$ cat src/rtl/i2c_sched_pkg.sv
// i2c_sched_pkg: shared FSM state, direction constants and write-request type
// for the I2C transaction scheduler.
package i2c_sched_pkg;
    typedef enum logic [1:0] {IDLE, ISSUE, WAIT, RESP} state_t;
    localparam logic RW_WRITE = 1'b0;
    localparam logic RW_READ  = 1'b1;
    localparam int REQ_ADDR_W = 8;
    localparam int REQ_DATA_W = 8;
    typedef struct packed {
        logic [REQ_ADDR_W-1:0] addr;
        logic [REQ_DATA_W-1:0] data;
    } wr_req_t;
endpackage

$ cat src/rtl/i2c_sched_fifo.sv
// i2c_sched_fifo: synchronous FIFO; pointers carry one extra wrap bit so
// full/empty fall out of an MSB compare.
module i2c_sched_fifo #(
    parameter int W     = 8,
    parameter int DEPTH = 4
) (
    input  logic         clk,
    input  logic         rst,
    input  logic         push_i,
    input  logic [W-1:0] din_i,
    input  logic         pop_i,
    output logic [W-1:0] dout_o,
    output logic         full_o,
    output logic         empty_o
);
    localparam int AW = $clog2(DEPTH);
    logic [W-1:0] mem_q [DEPTH];
    logic [AW:0]  wp_q, rp_q;
    assign empty_o = wp_q == rp_q;
    assign full_o  = (wp_q[AW] != rp_q[AW]) && (wp_q[AW-1:0] == rp_q[AW-1:0]);
    assign dout_o  = mem_q[rp_q[AW-1:0]];
    always_ff @(posedge clk or posedge rst) begin
        if (rst) begin
            wp_q <= '0;
            rp_q <= '0;
        end else begin
            if (push_i && !full_o) wp_q <= wp_q + (AW+1)'(1);
            if (pop_i && !empty_o) rp_q <= rp_q + (AW+1)'(1);
        end
    end
    always_ff @(posedge clk) begin
        if (push_i && !full_o) mem_q[wp_q[AW-1:0]] <= din_i;
    end
endmodule

$ cat src/rtl/i2c_txn_scheduler.sv
// i2c_txn_scheduler: queues AXI-side write/read requests, issues them one at a
// time round-robin to the I2C master. I2C_SCHED_TIMEOUT_EN adds a WAIT watchdog.
module i2c_txn_scheduler
    import i2c_sched_pkg::*;
#(
    parameter int ADDR_W         = 8,
    parameter int DATA_W         = 8,
    parameter int RDATA_W        = 8,
    parameter int FIFO_DEPTH     = 4,
    parameter int TIMEOUT_CYCLES = 65535
) (
    input  logic               ACLK,
    input  logic               ARESET,
    input  logic               wr_req_valid,
    output logic               wr_req_ready,
    input  logic [ADDR_W-1:0]  wr_req_addr,
    input  logic [DATA_W-1:0]  wr_req_data,
    input  logic               rd_req_valid,
    output logic               rd_req_ready,
    input  logic [ADDR_W-1:0]  rd_req_addr,
    output logic               cmd_valid,
    input  logic               cmd_ready,
    output logic               cmd_rw,
    output logic [ADDR_W-1:0]  cmd_addr,
    output logic [DATA_W-1:0]  cmd_wdata,
    output logic               i2c_trigger,
    output logic               cmd_abort,
    input  logic               done,
    input  logic               done_nack,
    input  logic [RDATA_W-1:0] done_rdata,
    output logic               wr_resp_valid,
    input  logic               wr_resp_ready,
    output logic               wr_resp_err,
    output logic               rd_resp_valid,
    input  logic               rd_resp_ready,
    output logic [RDATA_W-1:0] rd_resp_data,
    output logic               rd_resp_err,
    output logic               pending_wr,
    output logic               pending_rd,
    output logic               busy
);
    logic                     wr_full, wr_empty, rd_full, rd_empty, wr_pop, rd_pop;
    logic [ADDR_W+DATA_W-1:0] wr_head;
    logic [ADDR_W-1:0]        rd_head;
    logic                     init_q, wr_avail_q, rd_avail_q, last_grant_q, grant_rd, timeout;
    state_t                   state_q;
    logic                     cmd_valid_q, cmd_rw_q, trig_q, err_q, wr_resp_valid_q, rd_resp_valid_q;
    logic [ADDR_W-1:0]        cmd_addr_q;
    logic [DATA_W-1:0]        cmd_wdata_q;
    logic [RDATA_W-1:0]       rdata_q;

    i2c_sched_fifo #(.W(ADDR_W + DATA_W), .DEPTH(FIFO_DEPTH)) u_wr_fifo (
        .clk(ACLK), .rst(ARESET), .push_i(wr_req_valid && init_q),
        .din_i({wr_req_addr, wr_req_data}), .pop_i(wr_pop),
        .dout_o(wr_head), .full_o(wr_full), .empty_o(wr_empty)
    );
    i2c_sched_fifo #(.W(ADDR_W), .DEPTH(FIFO_DEPTH)) u_rd_fifo (
        .clk(ACLK), .rst(ARESET), .push_i(rd_req_valid && init_q),
        .din_i(rd_req_addr), .pop_i(rd_pop),
        .dout_o(rd_head), .full_o(rd_full), .empty_o(rd_empty)
    );

    // Arbitration looks at registered occupancy, giving the two-edge push-to-cmd latency
    assign grant_rd = rd_avail_q && (!wr_avail_q || last_grant_q == RW_WRITE);
    assign wr_pop   = state_q == IDLE && wr_avail_q && !grant_rd;
    assign rd_pop   = state_q == IDLE && grant_rd;

    assign wr_req_ready  = init_q && !wr_full;
    assign rd_req_ready  = init_q && !rd_full;
    assign cmd_valid     = cmd_valid_q;
    assign cmd_rw        = cmd_rw_q;
    assign cmd_addr      = cmd_addr_q;
    assign cmd_wdata     = cmd_wdata_q;
    assign i2c_trigger   = trig_q;
    assign wr_resp_valid = wr_resp_valid_q;
    assign rd_resp_valid = rd_resp_valid_q;
    assign wr_resp_err   = wr_resp_valid_q && err_q;
    assign rd_resp_err   = rd_resp_valid_q && err_q;
    assign rd_resp_data  = rdata_q;
    assign busy          = state_q != IDLE;
    assign pending_wr    = !wr_empty || (busy && cmd_rw_q == RW_WRITE);
    assign pending_rd    = !rd_empty || (busy && cmd_rw_q == RW_READ);

`ifdef I2C_SCHED_TIMEOUT_EN
    logic [15:0] to_cnt_q;
    logic        abort_q;
    assign timeout   = state_q == WAIT && to_cnt_q == 16'(TIMEOUT_CYCLES - 1);
    assign cmd_abort = abort_q;
    always_ff @(posedge ACLK or posedge ARESET) begin
        if (ARESET) begin
            to_cnt_q <= '0;
            abort_q  <= 1'b0;
        end else begin
            to_cnt_q <= state_q == WAIT ? to_cnt_q + 16'd1 : '0;
            abort_q  <= timeout && !done;
        end
    end
`else
    assign timeout   = 1'b0;
    assign cmd_abort = 1'b0;
`endif

    always_ff @(posedge ACLK or posedge ARESET) begin
        if (ARESET) begin
            state_q         <= IDLE;
            init_q          <= 1'b0;
            wr_avail_q      <= 1'b0;
            rd_avail_q      <= 1'b0;
            last_grant_q    <= RW_READ;
            cmd_valid_q     <= 1'b0;
            cmd_rw_q        <= RW_WRITE;
            cmd_addr_q      <= '0;
            cmd_wdata_q     <= '0;
            trig_q          <= 1'b0;
            err_q           <= 1'b0;
            rdata_q         <= '0;
            wr_resp_valid_q <= 1'b0;
            rd_resp_valid_q <= 1'b0;
        end else begin
            init_q     <= 1'b1;
            wr_avail_q <= !wr_empty;
            rd_avail_q <= !rd_empty;
            trig_q     <= 1'b0;
            case (state_q)
                IDLE: if (wr_pop || rd_pop) begin
                    state_q      <= ISSUE;
                    cmd_valid_q  <= 1'b1;
                    cmd_rw_q     <= grant_rd;
                    last_grant_q <= grant_rd;
                    cmd_addr_q   <= grant_rd ? rd_head : wr_head[ADDR_W+DATA_W-1:DATA_W];
                    cmd_wdata_q  <= grant_rd ? '0 : wr_head[DATA_W-1:0];
                end
                ISSUE: if (cmd_ready) begin
                    state_q     <= WAIT;
                    cmd_valid_q <= 1'b0;
                    trig_q      <= 1'b1;
                end
                WAIT: if (done || timeout) begin
                    state_q         <= RESP;
                    err_q           <= !done || done_nack;
                    rdata_q         <= (cmd_rw_q == RW_READ && done && !done_nack) ? done_rdata : '0;
                    wr_resp_valid_q <= cmd_rw_q == RW_WRITE;
                    rd_resp_valid_q <= cmd_rw_q == RW_READ;
                end
                RESP: if (cmd_rw_q == RW_READ ? rd_resp_ready : wr_resp_ready) begin
                    state_q         <= IDLE;
                    wr_resp_valid_q <= 1'b0;
                    rd_resp_valid_q <= 1'b0;
                end
                default: state_q <= IDLE;
            endcase
        end
    end
endmodule

$ cat config.mk
export PLATFORM = sky130hd
export DESIGN_NAME = i2c_txn_scheduler
export DESIGN_NICKNAME = d
export VERILOG_FILES = /design/src/rtl/i2c_sched_pkg.sv /design/src/rtl/i2c_sched_fifo.sv /design/src/rtl/i2c_txn_scheduler.sv
export SDC_FILE = /design/constraint.sdc
export NUM_CORES = 1
export LEC_CHECK = 0
export BUFFER_PORTS_ARGS = -buffer_cell sky130_fd_sc_hd__buf_2
export CORE_ASPECT_RATIO = 0.9
export CORE_MARGIN = 3
export CORE_UTILIZATION = 45
export DETAILED_ROUTE_END_ITERATION = 12
export SETUP_SLACK_MARGIN = 0.15
export SYNTH_ARGS = -nofsm -noshare
export SYNTH_HDL_FRONTEND = slang
export SYNTH_SLANG_ARGS = --single-unit
$ cat constraint.sdc
create_clock -name ACLK -period 2.4 [get_ports ACLK]
set_input_delay 0.24 -clock ACLK [delete_from_list [all_inputs] [get_ports ACLK]]
set_output_delay 0.24 -clock ACLK [all_outputs]
set_load 0.03 [all_outputs]
Word-level counts from Yosys, hierarchy flattened
Memory sizes are Yosys's and may differ from the RTL's.
Index checks and enable logic that the tools add are counted.
{"block": "totals", "ff_bits": 48, "latchBits": 0, "mem_bits_rw": 96, "mem_bits_ro": 0, "in_bits": 41, "output_inout_bits": 37, "wordCells": 104, "memories": 2}
{"name": "u_wr_fifo.mem_q", "depth": 4, "word_bits": 16, "rd": 1, "rd_ports_with_merged_regs": 0, "wr": 1, "line_no": "i2c_sched_fifo.sv:17", "source": "logic [W-1:0] mem_q [DEPTH];"}
{"name": "u_rd_fifo.mem_q", "depth": 4, "word_bits": 8, "rd": 1, "rd_ports_with_merged_regs": 0, "wr": 1, "line_no": "i2c_sched_fifo.sv:17"}
{"block": "op_classes", "addsub": 4, "mul": 0, "n_div": 0, "n_lt_le_gt_ge": 0, "n_eq_ne": 13, "n_shift": 0, "n_mux": 23, "bitwise_logic": 2, "reduce_logical": 42}
{"cell": "$mux W8", "n": 3}
{"cell": "$logic_and A1 B1 Y1", "n": 20}
{"cell": "$add A3 B1 Y3 const B", "n": 4}
{"cell": "$mux W1", "n": 12}
{"cell": "$logic_not A1 Y1", "n": 8}
{"cell": "$mux W2", "n": 4}
{"cell": "$pmux W2 S4", "n": 1}
{"cell": "$eq A3 B3 Y1", "n": 2}
{"cell": "$ne A2 B2 Y1 const B", "n": 3}
{"cell": "$pmux W1 S2", "n": 3}
{"cell": "$reduce_and A3 Y1", "n": 2}
{"cell": "$reduce_bool A2 Y1", "n": 3}
{"cell": "$logic_or A1 B1 Y1", "n": 5}
{"cell": "$eq A2 B2 Y1", "n": 2}
{"cell": "$eq A2 B2 Y1 const B", "n": 2}
{"cell": "$reduce_and A2 Y1", "n": 2}
{"cell": "$reduce_and A4 Y1", "n": 1}
{"cell": "$eq A2 B1 Y1 const B", "n": 1}
{"cell": "$logic_not A2 Y1", "n": 1}
{"cell": "$ne A1 B1 Y1", "n": 2}
{"cell": "$ne A2 B1 Y1 const B", "n": 1}
{"cell": "$not A1 Y1", "n": 2}

Depth between registers and ports, before layout
{"block": "depth", "ltp_word": 8, "mapped_depth": 8, "mapped_depth_nobuf": 6}

By module
From an unflattened synthesis, not the netlist that was laid out.
{"block": "unflattened", "cells_unflattened": 362, "area_unflattened_um2": 6095.8}
{"mod": "i2c_sched_fifo (u_wr_fifo)", "instances": 1, "cells_per_inst": 133, "area_per_inst_um2": 2827.7, "seq_area_each_um2": 2072.0}
{"mod": "i2c_sched_fifo (u_rd_fifo)", "instances": 1, "cells_per_inst": 91, "area_per_inst_um2": 1657.8, "seq_area_each_um2": 1111.1}
{"mod": "i2c_txn_scheduler", "instances": 1, "cells_per_inst": 138, "area_per_inst_um2": 1610.3, "seq_area_each_um2": 902.1}

Least setup slack after synthesis
No wires, ideal clock.
{"block": "synth_path", "kind": "reg2out", "from": "reg u_wr_fifo.rp_q[1]", "to": "out wr_req_ready", "arrival_time_ps": 1605, "required_ps": 2160, "slack_ps": 555, "path_stages_with_launch": 5, "path_buffers": 1, "path_cell_list": "dfrtp_1 buf_4 xnor2_2 and2_1 a21boi_0"}
{"block": "synth_via", "elab_chain_len": 4}
{"item": "start, declared", "line_no": "i2c_sched_fifo.sv:18", "source": "logic [AW:0] wp_q, rp_q;"}
{"item": "start signal, assigned", "line_no": "i2c_sched_fifo.sv:28", "source": "if (pop_i && !empty_o) rp_q <= rp_q + (AW+1)'(1);"}
{"item": "$eq A2 B2 Y1", "line_no": "i2c_sched_fifo.sv:20", "source": "assign full_o = (wp_q[AW] != rp_q[AW]) && (wp_q[AW-1:0] == rp_q[AW-1:0]);"}
{"item": "$logic_and A1 B1 Y1", "line_no": "i2c_sched_fifo.sv:20"}
{"item": "$logic_not A1 Y1", "line_no": "i2c_txn_scheduler.sv:68", "source": "assign wr_req_ready = init_q && !wr_full;"}
{"item": "$logic_and A1 B1 Y1", "line_no": "i2c_txn_scheduler.sv:68"}
{"item": "end, declared", "line_no": "i2c_txn_scheduler.sv:15", "source": "output logic wr_req_ready,"}
Every way passes these cells.

Worst setup path after layout
{"block": "layout_path", "from": "reg u_rd_fifo.rp_q[1]", "to": "out pending_rd"}
{"block": "layout_via", "elab_chain_len": 3}
{"item": "start, declared", "line_no": "i2c_sched_fifo.sv:18"}
{"item": "start signal, assigned", "line_no": "i2c_sched_fifo.sv:28"}
{"item": "$eq A3 B3 Y1", "line_no": "i2c_sched_fifo.sv:19", "source": "assign empty_o = wp_q == rp_q;"}
{"item": "$logic_not A1 Y1", "line_no": "i2c_txn_scheduler.sv:82", "source": "assign pending_rd = !rd_empty || (busy && cmd_rw_q == RW_READ);"}
{"item": "$logic_or A1 B1 Y1", "line_no": "i2c_txn_scheduler.sv:82"}
{"item": "end, declared", "line_no": "i2c_txn_scheduler.sv:39", "source": "output logic pending_rd,"}
Every way passes these cells.

==> results.tsv <==
stage	metric	value	unit
status	status	completed	
logic_synthesis	synthCells	324	
routing	route.detailed.drc	0	
clock_network	cts.htree.levels	4	
routing	avgRoutedWirePerCell	18.1	µm
logic_synthesis	ys_warn_count	0	
timing	slew_headroom	0.557	
global_routing	antenna_found_initial	0	
setup_path	r2r_cells	7	
timing	timing.setup.tns	0	ns
clock_network	cts_buffers	17	
global_routing	track_usage	0.164	
clock_network	clock_sinks	144	
setup_path	cp_max_fo	11	
job	cap_violations	0	
floorplan	dieWidth	126	µm
layout	layoutNonFillerInstCount	589	
floorplan	start_util	0.473	
global_routing	grt_max_degree	49	
clock_network	cts_root_buf	clkbuf_16	
setup_path	cp.required	2.16	ns
global_routing	grt_overflow	0	
timing	slew_viol_final	0	
layout	n_antenna_cell	0	
logic_synthesis	synth_edf_count	96	
layout	mostFrequentLayoutCell	edfxtp_1	
floorplan	core_area	12400	µm²
floorplan	dieArea	14400	µm²
place	numPortBuffers	76	
worst_hold_path	hold_class	input port to async pin	
pwr	power_leakage	0.00279	µW
routing	vias	2999	
logic_synthesis	yosysTopAreaCell	edfxtp_1	
setup_path	startpoint_type	flop	
logic_synthesis	synthArstFlopShare	0.333	
logic_synthesis	synth_area	5870	µm²
clock_network	tritoncts	built	
layout	layout_common_cells	edfxtp_1, buf_2, dfrtp_1, mux4_2	
logic_synthesis	synth.distinct_cells	42	
setup_path	rrSetupSlack	0.41	ns
setup_path	worstSetupEndpointType	primary output	
logic_synthesis	synth_compound_area_frac	0.0574	
global_routing	grt_pass1_vias	3242	
logic_synthesis	ys_seq_area_frac	0.696	
floorplan	rows	38	
routing	wirelength	10.6	mm
clock_network	clk_latency	0.42	ns
global_routing	grt_pass1_wl	17.6	mm
logic_synthesis	synth_xor_area_frac	0.0269	
timing	tightest_slew	0.664	ns
place	place_inst	557	
logic_synthesis	ys_seq_elements	144	
clock_network	clk_pin_slew_worst_paths	0.05	ns
clock_network	post_cts_buffers	0	
timing	hold_viol	0	
routing	dr.pass1.iters	4	
logic_synthesis	muxShareOfSynthArea	0.125	
clock_network	postCtsHoldBufs	0	
timing	fin_crit_sh	0.848	
timing	fmax	491	MHz
logic_synthesis	synthFlopType	edfxtp_1	
layout	drive_above_1_share	0.338	
floorplan	io_pins	78	
timing	finalCriticalPeriod	2.04	ns
pwr	p_per_area	1320	nW/µm²
setup_path	reg2reg_from	state_q[0]	
place	gp_congestion	0.777	
logic_synthesis	synthSimpleGateAreaFrac	0.0386	
timing	setup_violations	0	
clock_network	cts-resized-gates	0	
setup_path	r2r_end	cmd_wdata[7]	
layout	syn_to_final_growth	18.9	%
routing	drt_iter0_markers	120	
timing	whs	0.00757	ns
logic_synthesis	synth_fp_nets	380	
logic_synthesis	yosys.area_share.adder	0.0320	
floorplan	die_h	114	µm
routing	viasPerCell	5.09	
logic_synthesis	syn_avg_cell_area	18.1	µm²
routing	drtAntennaViolNets	0	
setup_path	cp_data_arrival_time	1.80	ns
timing	rsz0062_at_grt	false	
clock_network	clockBufferDepth	2	
logic_synthesis	synth_top_family_by_area	multiplexers	
place	hpwl	6.86	mm
logic_synthesis	synth_top_area_share	0.491	
pwr	peakVddDrop	0.696	mV
logic_synthesis	yosys-top-cells-area	edfxtp_1, dfrtp_1, mux4_2, ha_1, a22o_1	
timing	finalClockSkew	0.00894	ns
setup_path	path_class	flop to primary output	
layout	nets	472	
-- layer usage --
layer / routed length, µm / part of all wire / global-route usage
met4: 104 / 0.0098 / 0.0565
met1: 4630 / 0.44 / 0.207
met3: 553 / 0.052 / 0.0574
met2: 5340 / 0.50 / 0.266
met5: 0 / 0 / 0
-- worst max path at each step --
stage / start / to / slack [ns] / cells after the start
6_report: u_rd_fifo.rp_q[1] / pending_rd / 0.36 / 4
4_1_cts: u_rd_fifo.rp_q[1] / pending_rd / 0.31 / 4
2_1_floorplan: u_wr_fifo.rp_q[1] / wr_req_ready / 0.56 / 4
5_1_grt: u_rd_fifo.rp_q[1] / pending_rd / 0.22 / 4
3_5_place_dp: u_rd_fifo.rp_q[1] / u_rd_fifo.mem_q[1][3] / 0.44 / 4
3_3_place_gp: state_q[0] / cmd_wdata[7] / 0.48 / 7
-- critical path, stage by stage (launching register included) --
cell and delay (ns):
dfrtp_1 0.64, xnor2_1 0.20, nand3b_1 0.17, a21o_1 0.20, buf_2 0.17
-- cells in the mapped netlist (all sizes together) (2+ instances only) --
master	count
mux2	6
inv	12
nand4	2
a22o	16
nand2	17
ha	15
a21oi	2
conb	2
a21boi	2
and3	3
o21ai	13
edfxtp	96
and2	9
nor2	3
mux2i	10
mux4	24
dfrtp	47
nand3	3
a21o	3
buf	12
xor2	4
xnor2	11
o211ai	2
-- metrics by stage --
stage / total power, µW / setup slack (ns) / util / cell area [µm²]
2_1_floorplan: 6140 / 0.555 / - / 5870
3_3_place_gp: 6910 / 0.478 / 0.519 / 6440
3_5_place_dp: 6940 / 0.444 / 0.519 / 6440
4_1_cts: 9340 / 0.313 / 0.562 / 6970
5_1_grt: 9790 / 0.216 / 0.562 / 6970
6_report: 9200 / 0.364 / 0.562 / 6970
-- registers in the layout, summed over array words and instances, names as in the netlist, 2 cells and up --
register         count
cmd_addr             8
u_wr_fifo.rp_q       3
cmd_wdata            8
rd_resp_data         8
u_wr_fifo.wp_q       3
u_rd_fifo.mem_q     32
state_q              2
u_rd_fifo.rp_q       3
u_rd_fifo.wp_q       3
u_wr_fifo.mem_q     64
-- cell families (layout without fill, tap and decap cells) --
kind of cell               Yosys count  after routing
DFF                                144            144
adders and majority gates           15             15
AOI/OAI and AO/OA                   42             42
xor gates and xnor gates            15             15
and+or+nand+nor                     42             42
other                                2              2
muxes                               40             40
buffers and inverters               24            129
-- where the power goes --
group | internal, µW | leakage, µW | total (µW) | switching, µW
clock | 1410 | 0.000245 | 2350 | 934
combinational | 1360 | 0.00108 | 3220 | 1850
sequential | 3250 | 0.00146 | 3630 | 384
total | 6020 | 0.00279 | 9200 | 3170
-- area by class of cell --
type,count,area [µm²]
Clock buffer,22,444
Clock inverter,10,90.1
Fill cell,966,5440
Inverter,12,45.0
Multi-Input combinational cell,156,1650
Sequential cell,144,4090
Tap cell,160,200
Timing Repair Buffer,85,460
No activity file was read; power rests on OpenSTA's default activity.
